`src/rtl/vga_timing_pkg.sv`:
```
// Shared VGA timing constants (640x480@60 defaults), sync polarity encodings and the
// line/frame total helpers used by vga_timing_gen.
package vga_timing_pkg;

   localparam int unsigned DEF_H_DISPLAY = 640;
   localparam int unsigned DEF_H_FRONT   = 16;
   localparam int unsigned DEF_H_SYNC    = 96;
   localparam int unsigned DEF_H_BACK    = 48;
   localparam int unsigned DEF_V_DISPLAY = 480;
   localparam int unsigned DEF_V_FRONT   = 10;
   localparam int unsigned DEF_V_SYNC    = 2;
   localparam int unsigned DEF_V_BACK    = 33;

   localparam logic SYNC_ACTIVE_LOW  = 1'b0;
   localparam logic SYNC_ACTIVE_HIGH = 1'b1;

   function automatic int unsigned h_total(input int unsigned disp, input int unsigned front,
                                           input int unsigned sync, input int unsigned back);
      return disp + front + sync + back;
   endfunction

   function automatic int unsigned v_total(input int unsigned disp, input int unsigned front,
                                           input int unsigned sync, input int unsigned back);
      return disp + front + sync + back;
   endfunction

endpackage

```
`src/rtl/vga_pix_tick.sv`:
```
// Pixel tick source. With VGA_TIMING_PIX_DIV_EN defined, a modulo-PIX_DIV counter fires the
// tick once every PIX_DIV clocks; otherwise clk is the pixel clock and the tick is constant.
module vga_pix_tick #(
   parameter int unsigned PIX_DIV = 4
) (
   input  logic clk,
   input  logic reset,
   output logic tick
);

`ifdef VGA_TIMING_PIX_DIV_EN
   localparam int unsigned DIV_W = (PIX_DIV > 1) ? $clog2(PIX_DIV) : 1;
   localparam logic [DIV_W-1:0] DIV_LAST = DIV_W'(PIX_DIV - 1);

   logic [DIV_W-1:0] div_q, div_d;

   always_comb begin
      tick  = (div_q == DIV_LAST);
      div_d = tick ? '0 : div_q + 1'b1;
   end

   always_ff @(posedge clk or posedge reset) begin
      if (reset) begin
         div_q <= '0;
      end else begin
         div_q <= div_d;
      end
   end
`else
   logic unused_ok;

   assign tick      = 1'b1;
   assign unused_ok = ^{clk, reset, PIX_DIV[0]};
`endif

endmodule

```
`src/rtl/vga_timing_gen.sv`:
```
// VGA raster timing generator: free-running h/v counters with registered sync, video-enable
// and strobes. Optional pixel divider selected by VGA_TIMING_PIX_DIV_EN (see vga_pix_tick).
module vga_timing_gen
   import vga_timing_pkg::*;
#(
   parameter int unsigned H_DISPLAY  = DEF_H_DISPLAY,
   parameter int unsigned H_FRONT    = DEF_H_FRONT,
   parameter int unsigned H_SYNC     = DEF_H_SYNC,
   parameter int unsigned H_BACK     = DEF_H_BACK,
   parameter int unsigned V_DISPLAY  = DEF_V_DISPLAY,
   parameter int unsigned V_FRONT    = DEF_V_FRONT,
   parameter int unsigned V_SYNC     = DEF_V_SYNC,
   parameter int unsigned V_BACK     = DEF_V_BACK,
   parameter logic        H_SYNC_POL = SYNC_ACTIVE_LOW,
   parameter logic        V_SYNC_POL = SYNC_ACTIVE_LOW,
   parameter int unsigned CNT_W      = 10,
   parameter int unsigned PIX_DIV    = 4
) (
   input  logic             clk,
   input  logic             reset,
   output logic             h_sync,
   output logic             v_sync,
   output logic             video_on,
   output logic [CNT_W-1:0] x_loc,
   output logic [CNT_W-1:0] y_loc,
   output logic             pix_stb,
   output logic             line_start,
   output logic             frame_start
);

   localparam int unsigned H_TOTAL = h_total(H_DISPLAY, H_FRONT, H_SYNC, H_BACK);
   localparam int unsigned V_TOTAL = v_total(V_DISPLAY, V_FRONT, V_SYNC, V_BACK);

   if (((64'd1 << CNT_W) < 64'(H_TOTAL)) || ((64'd1 << CNT_W) < 64'(V_TOTAL))) begin : g_err_w
      $error("vga_timing_gen: CNT_W too small for H_TOTAL/V_TOTAL");
   end
   if ((H_FRONT == 0) || (H_SYNC == 0) || (H_BACK == 0) ||
       (V_FRONT == 0) || (V_SYNC == 0) || (V_BACK == 0)) begin : g_err_porch
      $error("vga_timing_gen: porch and sync widths must be non-zero");
   end
   if (PIX_DIV < 1) begin : g_err_div
      $error("vga_timing_gen: PIX_DIV must be at least 1");
   end

   localparam logic [CNT_W-1:0] H_LAST    = CNT_W'(H_TOTAL - 1);
   localparam logic [CNT_W-1:0] V_LAST    = CNT_W'(V_TOTAL - 1);
   localparam logic [CNT_W-1:0] H_VIS     = CNT_W'(H_DISPLAY);
   localparam logic [CNT_W-1:0] V_VIS     = CNT_W'(V_DISPLAY);
   localparam logic [CNT_W-1:0] H_SYNC_LO = CNT_W'(H_DISPLAY + H_FRONT);
   localparam logic [CNT_W-1:0] H_SYNC_HI = CNT_W'(H_DISPLAY + H_FRONT + H_SYNC);
   localparam logic [CNT_W-1:0] V_SYNC_LO = CNT_W'(V_DISPLAY + V_FRONT);
   localparam logic [CNT_W-1:0] V_SYNC_HI = CNT_W'(V_DISPLAY + V_FRONT + V_SYNC);

   logic             tick;
   logic [CNT_W-1:0] h_q, h_d, v_q, v_d;
   logic             h_sync_q, h_sync_d, v_sync_q, v_sync_d, video_on_q, video_on_d;
   logic             pix_stb_q, pix_stb_d, line_start_q, line_start_d;
   logic             frame_start_q, frame_start_d;

   vga_pix_tick #(
      .PIX_DIV(PIX_DIV)
   ) u_pix_tick (
      .clk  (clk),
      .reset(reset),
      .tick (tick)
   );

   // Decode is taken from the next counter values so every output moves on the same edge.
   always_comb begin
      h_d = h_q;
      v_d = v_q;
      if (tick) begin
         if (h_q == H_LAST) begin
            h_d = '0;
            v_d = (v_q == V_LAST) ? '0 : v_q + 1'b1;
         end else begin
            h_d = h_q + 1'b1;
         end
      end
      h_sync_d      = ((h_d >= H_SYNC_LO) && (h_d < H_SYNC_HI)) ? H_SYNC_POL : ~H_SYNC_POL;
      v_sync_d      = ((v_d >= V_SYNC_LO) && (v_d < V_SYNC_HI)) ? V_SYNC_POL : ~V_SYNC_POL;
      video_on_d    = (h_d < H_VIS) && (v_d < V_VIS);
      pix_stb_d     = tick;
      line_start_d  = tick && (h_d == '0);
      frame_start_d = line_start_d && (v_d == '0);
   end

   always_ff @(posedge clk or posedge reset) begin
      if (reset) begin
         h_q           <= H_LAST;
         v_q           <= V_LAST;
         h_sync_q      <= ~H_SYNC_POL;
         v_sync_q      <= ~V_SYNC_POL;
         video_on_q    <= 1'b0;
         pix_stb_q     <= 1'b0;
         line_start_q  <= 1'b0;
         frame_start_q <= 1'b0;
      end else begin
         h_q           <= h_d;
         v_q           <= v_d;
         h_sync_q      <= h_sync_d;
         v_sync_q      <= v_sync_d;
         video_on_q    <= video_on_d;
         pix_stb_q     <= pix_stb_d;
         line_start_q  <= line_start_d;
         frame_start_q <= frame_start_d;
      end
   end

   assign x_loc       = h_q;
   assign y_loc       = v_q;
   assign h_sync      = h_sync_q;
   assign v_sync      = v_sync_q;
   assign video_on    = video_on_q;
   assign pix_stb     = pix_stb_q;
   assign line_start  = line_start_q;
   assign frame_start = frame_start_q;

endmodule

```
`config.mk`:
```
export PLATFORM = sky130hd
export DESIGN_NAME = vga_timing_gen
export DESIGN_NICKNAME = d
export VERILOG_FILES = /design/src/rtl/vga_timing_pkg.sv /design/src/rtl/vga_pix_tick.sv /design/src/rtl/vga_timing_gen.sv
export SDC_FILE = /design/constraint.sdc
export NUM_CORES = 1
export LEC_CHECK = 0
export BUFFER_PORTS_ARGS = -buffer_cell sky130_fd_sc_hd__buf_4
export CORE_AREA = 5 5 70 72
export CTS_BUF_LIST = sky130_fd_sc_hd__clkbuf_8
export DETAILED_ROUTE_END_ITERATION = 10
export DIE_AREA = 0 0 75 77
export SLEW_MARGIN = 10
export SYNTH_ARGS = -nofsm -noshare
export SYNTH_HDL_FRONTEND = slang
export SYNTH_SLANG_ARGS = --single-unit
```
`constraint.sdc`:
```
create_clock -name clk -period 3.1 [get_ports clk]
set_input_delay 0.465 -clock clk [delete_from_list [all_inputs] [get_ports clk]]
set_output_delay 0.465 -clock clk [all_outputs]
set_load 0.005 [all_outputs]
```
==> flow_metrics.tcl, run 1 <==
set metrics [dict create \
    syn2layout_area_growth_pct 16.9 \
    synthMuxAreaShare_pct 0 \
    cts_tree "yes" \
    fmax_mhz 375 \
    setup_violations 0 \
    worst_setup_path_end_kind "flop" \
    ys.flop_type "dfrtp_1" \
    synth-simple-area-share_pct 25.0 \
    synth-async-reset-ratio_pct 100 \
    rr_worst_depth 6 \
    rsz0062_at_grt "false" \
    fin_area_um2 1890 \
    layout_common_cells "buf_4, dfrtp_1, nand2_1, nor2_1" \
    setup_tns_ns 0 \
    hold_path.class "in -> async" \
    power.density_nw_per_um2 287 \
    netlist_area_um2 1620 \
    grt_pass1_vias 1390 \
    dpl.hpwl_um 2940 \
    initial_utilization_pct 38.2 \
    die_h_um 77 \
    num_io_pins 28 \
    synth_fa_ha_area_share_pct 2.32 \
    synth_top_family_by_area "simple AND/OR/NAND/NOR gates" \
    multi_input_area_um2 851 \
    p_sw_mw 0.113 \
    power.share.clock_pct 35.8 \
    dpl_cell_area_um2 1850 \
    core_area_um2 4230 \
    cap_violations 0 \
    finalCriticalPeriod_ns 2.67 \
    grt_start_max_net_pins 27 \
    hold_viol 0 \
    wire_per_inst_um 15.5 \
    n_antenna_cell 0 \
    arrival_ns 2.83 \
    p_sw_share_pct 20.7 \
    worst_slew_pin_slew_ns 0.951 \
    routed_wl_um 3930 \
    synthCells 180 \
    io_buffers 27 \
    comb_power_share_pct 1.5 \
    firstDrtPassIters 4 \
    ctsHtreeMaxLevel 1 \
    rows 24 \
    clk_latency_ns 0.27 \
    gr-total-overflow 0 \
    drive_above_1_share_pct 26.2 \
    n_fill_cell 422 \
    ir_drop_uv 128 \
    antenna_found_initial 0 \
    drt_drc_violations_left 0 \
    clockBufferDepth 2 \
    synth_compound_area_share_pct 17.5 \
    avgSynthCellArea_um2 8.99 \
    ctsHoldBuffers 0 \
    final_common_cell "buf_4" \
    slew_headroom_pct 36.5 \
    antenna_left 0 \
    start_kind "flop" \
    die_area_um2 5780 \
    status "finished, final reports clean" \
    clock-sinks 26 \
    power_frac_seq_pct 62.7 \
    worstPathRequired_ns 3.26 \
    vias_per_cell 5.57 \
    ctsRootBufferMaster "clkbuf_8" \
    ys_ff_latch 26 \
    final_max_slew_viol_count 0 \
    seq_area_frac_synth_pct 41.1 \
    die_x_um 75 \
    track_usage_pct 14.3 \
    reg2reg_from "x_loc[0]$_DFF_PP1_" \
    cp_max_fo 15 \
    finalCritPeriodShare_pct 86.0 \
    gp_congestion 0.868 \
    r2r-end "video_on$_DFF_PP0_" \
    fin_worst_skew_ns 0.00955 \
    drtIter0Drc 149 \
    postCtsSetupRepairBufs 0 \
    intPower_mw 0.431 \
    yosysUniqueCellTypes 49 \
    crit_type "reg -> reg" \
    post_cts_resized 0 \
    fin_nets 208 \
    regArea_um2 666 \
    grt_pass1_wl_um 6620 \
    path_clk_slew_ns 0.09 \
    syn-num-nets 185 \
    synth-edff-count 0 \
    r2r_setup_slack_ns 0.43 \
    numCtsBuffers 3 \
    vias 1414 \
    p_leak_nw 0.731 \
    synthXorXnorAreaFrac_pct 7.57 \
    ys_warn_count 0 \
]
==> final cells by class <==
class                           count  share of cell area [%]
Clock buffer                        3                    2.18
Timing Repair Buffer               30                    11.9
Multi-Input combinational cell    131                    44.9
Tap cell                           52                    3.44
Clock inverter                      1                   0.198
Sequential cell                    26                    35.2
Inverter                           11                    2.18
==> power by group through the flow <==
stage | registers, mW | clock network (mW) | logic, mW
2_1_floorplan | 0.347 | 0 | 0.00501
3_3_place_gp | 0.347 | 0 | 0.00876
3_5_place_dp | 0.347 | 0 | 0.00908
4_1_cts | 0.341 | 0.204 | 0.00911
5_1_grt | 0.341 | 0.221 | 0.0105
6_report | 0.341 | 0.194 | 0.00833
==> synth_stat cells, drive strengths merged, types with 2 or more instances <==
library cell	n	area [um^2]
a211o	2	17.5
a21oi	5	28.8
a31oi	3	18.8
and4	2	17.5
buf	3	27.5
clkbuf	9	33.8
dfrtp	14	350
dfstp	12	315
ha	3	37.5
inv	11	41.3
nand2	13	48.8
nand2b	3	18.8
nand3	10	50.1
nand3b	2	15.0
nand4	5	37.5
nor2	13	48.8
nor3	7	35.0
nor4	4	25.0
o21ai	11	55.1
o21bai	2	15.0
o22ai	2	12.5
o31ai	2	15.0
o41ai	2	17.5
or2	2	12.5
or3	5	36.3
or4	3	26.3
xnor2	8	70.1
xor2	6	52.6
==> registers in the layout, summed over array words and instances (netlist names) <==
signal	flops
pix_stb	1
x_loc	10
line_start	1
video_on	1
h_sync	1
frame_start	1
y_loc	10
v_sync	1
==> stage by stage <==
| stage | std cells | hold WS (ns) | utilization (%) | total power, mW | worst slack [ns] |
|---|---|---|---|---|---|
| CTS | 254 | 0.447 | 44.7 | 0.554 | 0.446 |
| global placement | 250 | 0.517 | 43.6 | 0.355 | 0.515 |
| detailed placement | 250 | 0.530 | 43.6 | 0.356 | 0.435 |
| global route | 254 | 0.512 | 44.7 | 0.573 | 0.304 |
| floorplan | 180 | 0.496 | - | 0.352 | 0.735 |
| finish | 254 | 0.404 | 44.7 | 0.543 | 0.433 |
==> worst max-delay path, cell delays in order (launching register included) <==
cell	delay, ns
dfstp_2	0.58
ha_1	0.27
nand4_2	0.19
or3_1	0.64
or4_4	0.61
a21oi_2	0.19
nor3_1	0.08
==> how the worst max path moves through the flow <==
| stage | from | slack [ns] | to |
|---|---|---|---|
| floorplan | x_loc[0]$_DFF_PP1_ | 0.73 | frame_start$_DFF_PP0_ |
| global placement | x_loc[0]$_DFF_PP1_ | 0.52 | video_on$_DFF_PP0_ |
| detailed placement | x_loc[0]$_DFF_PP1_ | 0.44 | video_on$_DFF_PP0_ |
| CTS | x_loc[0]$_DFF_PP1_ | 0.45 | video_on$_DFF_PP0_ |
| global route | x_loc[0]$_DFF_PP1_ | 0.30 | frame_start$_DFF_PP0_ |
| finish | x_loc[0]$_DFF_PP1_ | 0.43 | video_on$_DFF_PP0_ |
==> cells by family after synthesis <==
group	Yosys count
and+or+nand+nor	73
AOI/OAI and AO/OA	40
DFF	26
buffers and inverters	23
xor gates and xnor gates	14
other	1
adders and majority gates	3
==> layer usage <==
layer	global-route usage [%]	routed length [um]	vias to the layer above
met5	0	0	-
li1	-	-	697
met2	21.5	1780	48
met4	5.52	75	0
met3	2.75	251	8
met1	19.8	1820	661
(Power assumes the default switching activity.)
==> inputs of run 2 (changes only) <==
CORE_AREA = 5 5 87 89   (was 5 5 70 72)
DIE_AREA = 0 0 92 94   (was 0 0 75 77)
==> run 2 against run 1 <==
  * Clock-buffer cell count is the same
  * Global-route usage down 4.3 points
  * Via count grew 3.7%
  * Non-clock buffer count is 1 higher
  * Sequential share of layout area decreased by 1.2 points
  * Final area up 3.6%
  * Critical path depth stayed put
  * Sequential power about the same
  * Routed wire length is 5.4% higher
  * Combinational power is 17% higher
  * Highest routed layer unchanged
  * Largest cell class unchanged
  * Setup slack got worse by 0.023 ns
  * Final cell count is 11% higher
==> flow_metrics.tcl, run 2 (synthesized netlist as in run 1, its figures left out) <==
set metrics [dict create \
    ctsRootBufferMaster "clkbuf_8" \
    antenna_left 0 \
    rows 30 \
    cap_violations 0 \
    wire_per_inst_um 14.6 \
    antenna_found_initial 0 \
    crit_type "reg -> reg" \
    io_buffers 27 \
    fin_nets 209 \
    ctsHoldBuffers 0 \
    grt_start_max_net_pins 26 \
    postCtsSetupRepairBufs 0 \
    whs_ns 0.402 \
    grt_pass1_vias 1387 \
    dp.cells 279 \
    post_cts_resized 0 \
    final_common_cell "buf_4" \
    layout_common_cells "buf_4, dfrtp_1, nand2_1, nor2_1, dfstp_2" \
    n_antenna_cell 0 \
    rsz0062_at_grt "false" \
    initial_utilization_pct 24.2 \
    dp_slack_ns 0.431 \
    ctsHtreeMaxLevel 1 \
    die_x_um 92 \
    numCtsBuffers 3 \
    fmax_mhz 372 \
    fin_worst_skew_ns 0.00240 \
    track_usage_pct 9.96 \
    fin_area_um2 1960 \
    finalCriticalPeriod_ns 2.69 \
    dpl.hpwl_um 3150 \
    r2r-end "frame_start$_DFF_PP0_" \
    worst_setup_path_end_kind "flop" \
    start_kind "flop" \
    cts_tree "yes" \
    slew_headroom_pct 36.4 \
    worstPathRequired_ns 3.27 \
    core_area_um2 6680 \
    multi_input_area_um2 851 \
    syn2layout_area_growth_pct 21.2 \
    r2r_setup_slack_ns 0.41 \
    finalPower_mw 0.636 \
    drtIter0Drc 88 \
    firstDrtPassIters 4 \
    worst_slack_ns 0.410 \
    drt_drc_violations_left 0 \
    die_h_um 94 \
    cp_max_fo 15 \
    gp_congestion 0.799 \
    final_max_slew_viol_count 0 \
    p_leak_nw 0.744 \
    clockBufferDepth 2 \
    rr_worst_depth 6 \
    worst_slew_pin_slew_ns 0.953 \
    clk_latency_ns 0.27 \
    reg2reg_from "x_loc[0]$_DFF_PP1_" \
    gr-total-overflow 0 \
    grt_pass1_wl_um 6960 \
    power.density_nw_per_um2 324 \
    vias 1466 \
    n_fill_cell 722 \
    regArea_um2 666 \
    num_io_pins 28 \
    hold_viol 0 \
    path_clk_slew_ns 0.09 \
    routed_wl_um 4140 \
    vias_per_cell 5.18 \
    dpl_cell_area_um2 1890 \
    instances_no_fill 283 \
    setup_violations 0 \
    hold_path.class "in -> async" \
    arrival_ns 2.86 \
    setup_tns_ns 0 \
    die_area_um2 8650 \
    ir_drop_uv 184 \
    utilization_pct 29.4 \
    drive_above_1_share_pct 27.1 \
    finalCritPeriodShare_pct 86.8 \
    clock-sinks 26 \
    status "finished, final reports clean" \
]
## run 2: cell count changes in the layout (fill, tap and decap cells not counted)
cell,delta
bufinv_16,+1
buf_4,+1
inv_1,-1
## run 2: worst max-delay path by stage
stage / start / to / slack [ns] / depth (start not counted)
2_1_floorplan: x_loc[0]$_DFF_PP1_ / frame_start$_DFF_PP0_ / 0.73 / 7
3_3_place_gp: x_loc[0]$_DFF_PP1_ / video_on$_DFF_PP0_ / 0.50 / 6
3_5_place_dp: x_loc[0]$_DFF_PP1_ / video_on$_DFF_PP0_ / 0.43 / 6
4_1_cts: x_loc[0]$_DFF_PP1_ / frame_start$_DFF_PP0_ / 0.41 / 6
5_1_grt: x_loc[0]$_DFF_PP1_ / frame_start$_DFF_PP0_ / 0.23 / 6
6_report: x_loc[0]$_DFF_PP1_ / frame_start$_DFF_PP0_ / 0.41 / 6
## run 2: layout make-up
cell class	count	share of cell area [%]
Clock inverter	1	1.53
Inverter	11	2.10
Timing Repair Buffer	31	11.9
Multi-Input combinational cell	131	43.4
Sequential cell	26	33.9
Tap cell	80	5.10
Clock buffer	3	2.10
## run 2: report_power, final
part	internal, mW	total [mW]	switching, mW
combinational	0.00243	0.00971	0.00728
clock	0.173	0.285	0.113
sequential	0.340	0.341	0.000161
## run 2: metal layers
layer | share of wire, % | global-route usage (%)
met2 | 46 | 15.6
met4 | 0.75 | 2.10
met1 | 46 | 13.7
met3 | 7.3 | 2.80
met5 | 0 | 0
## run 2: critical path, stage by stage (launching register included)
cell	delay, ns
dfstp_2	0.59
ha_1	0.27
nand4_2	0.19
or3_1	0.65
or4_4	0.61
a21oi_2	0.20
nor4_1	0.08
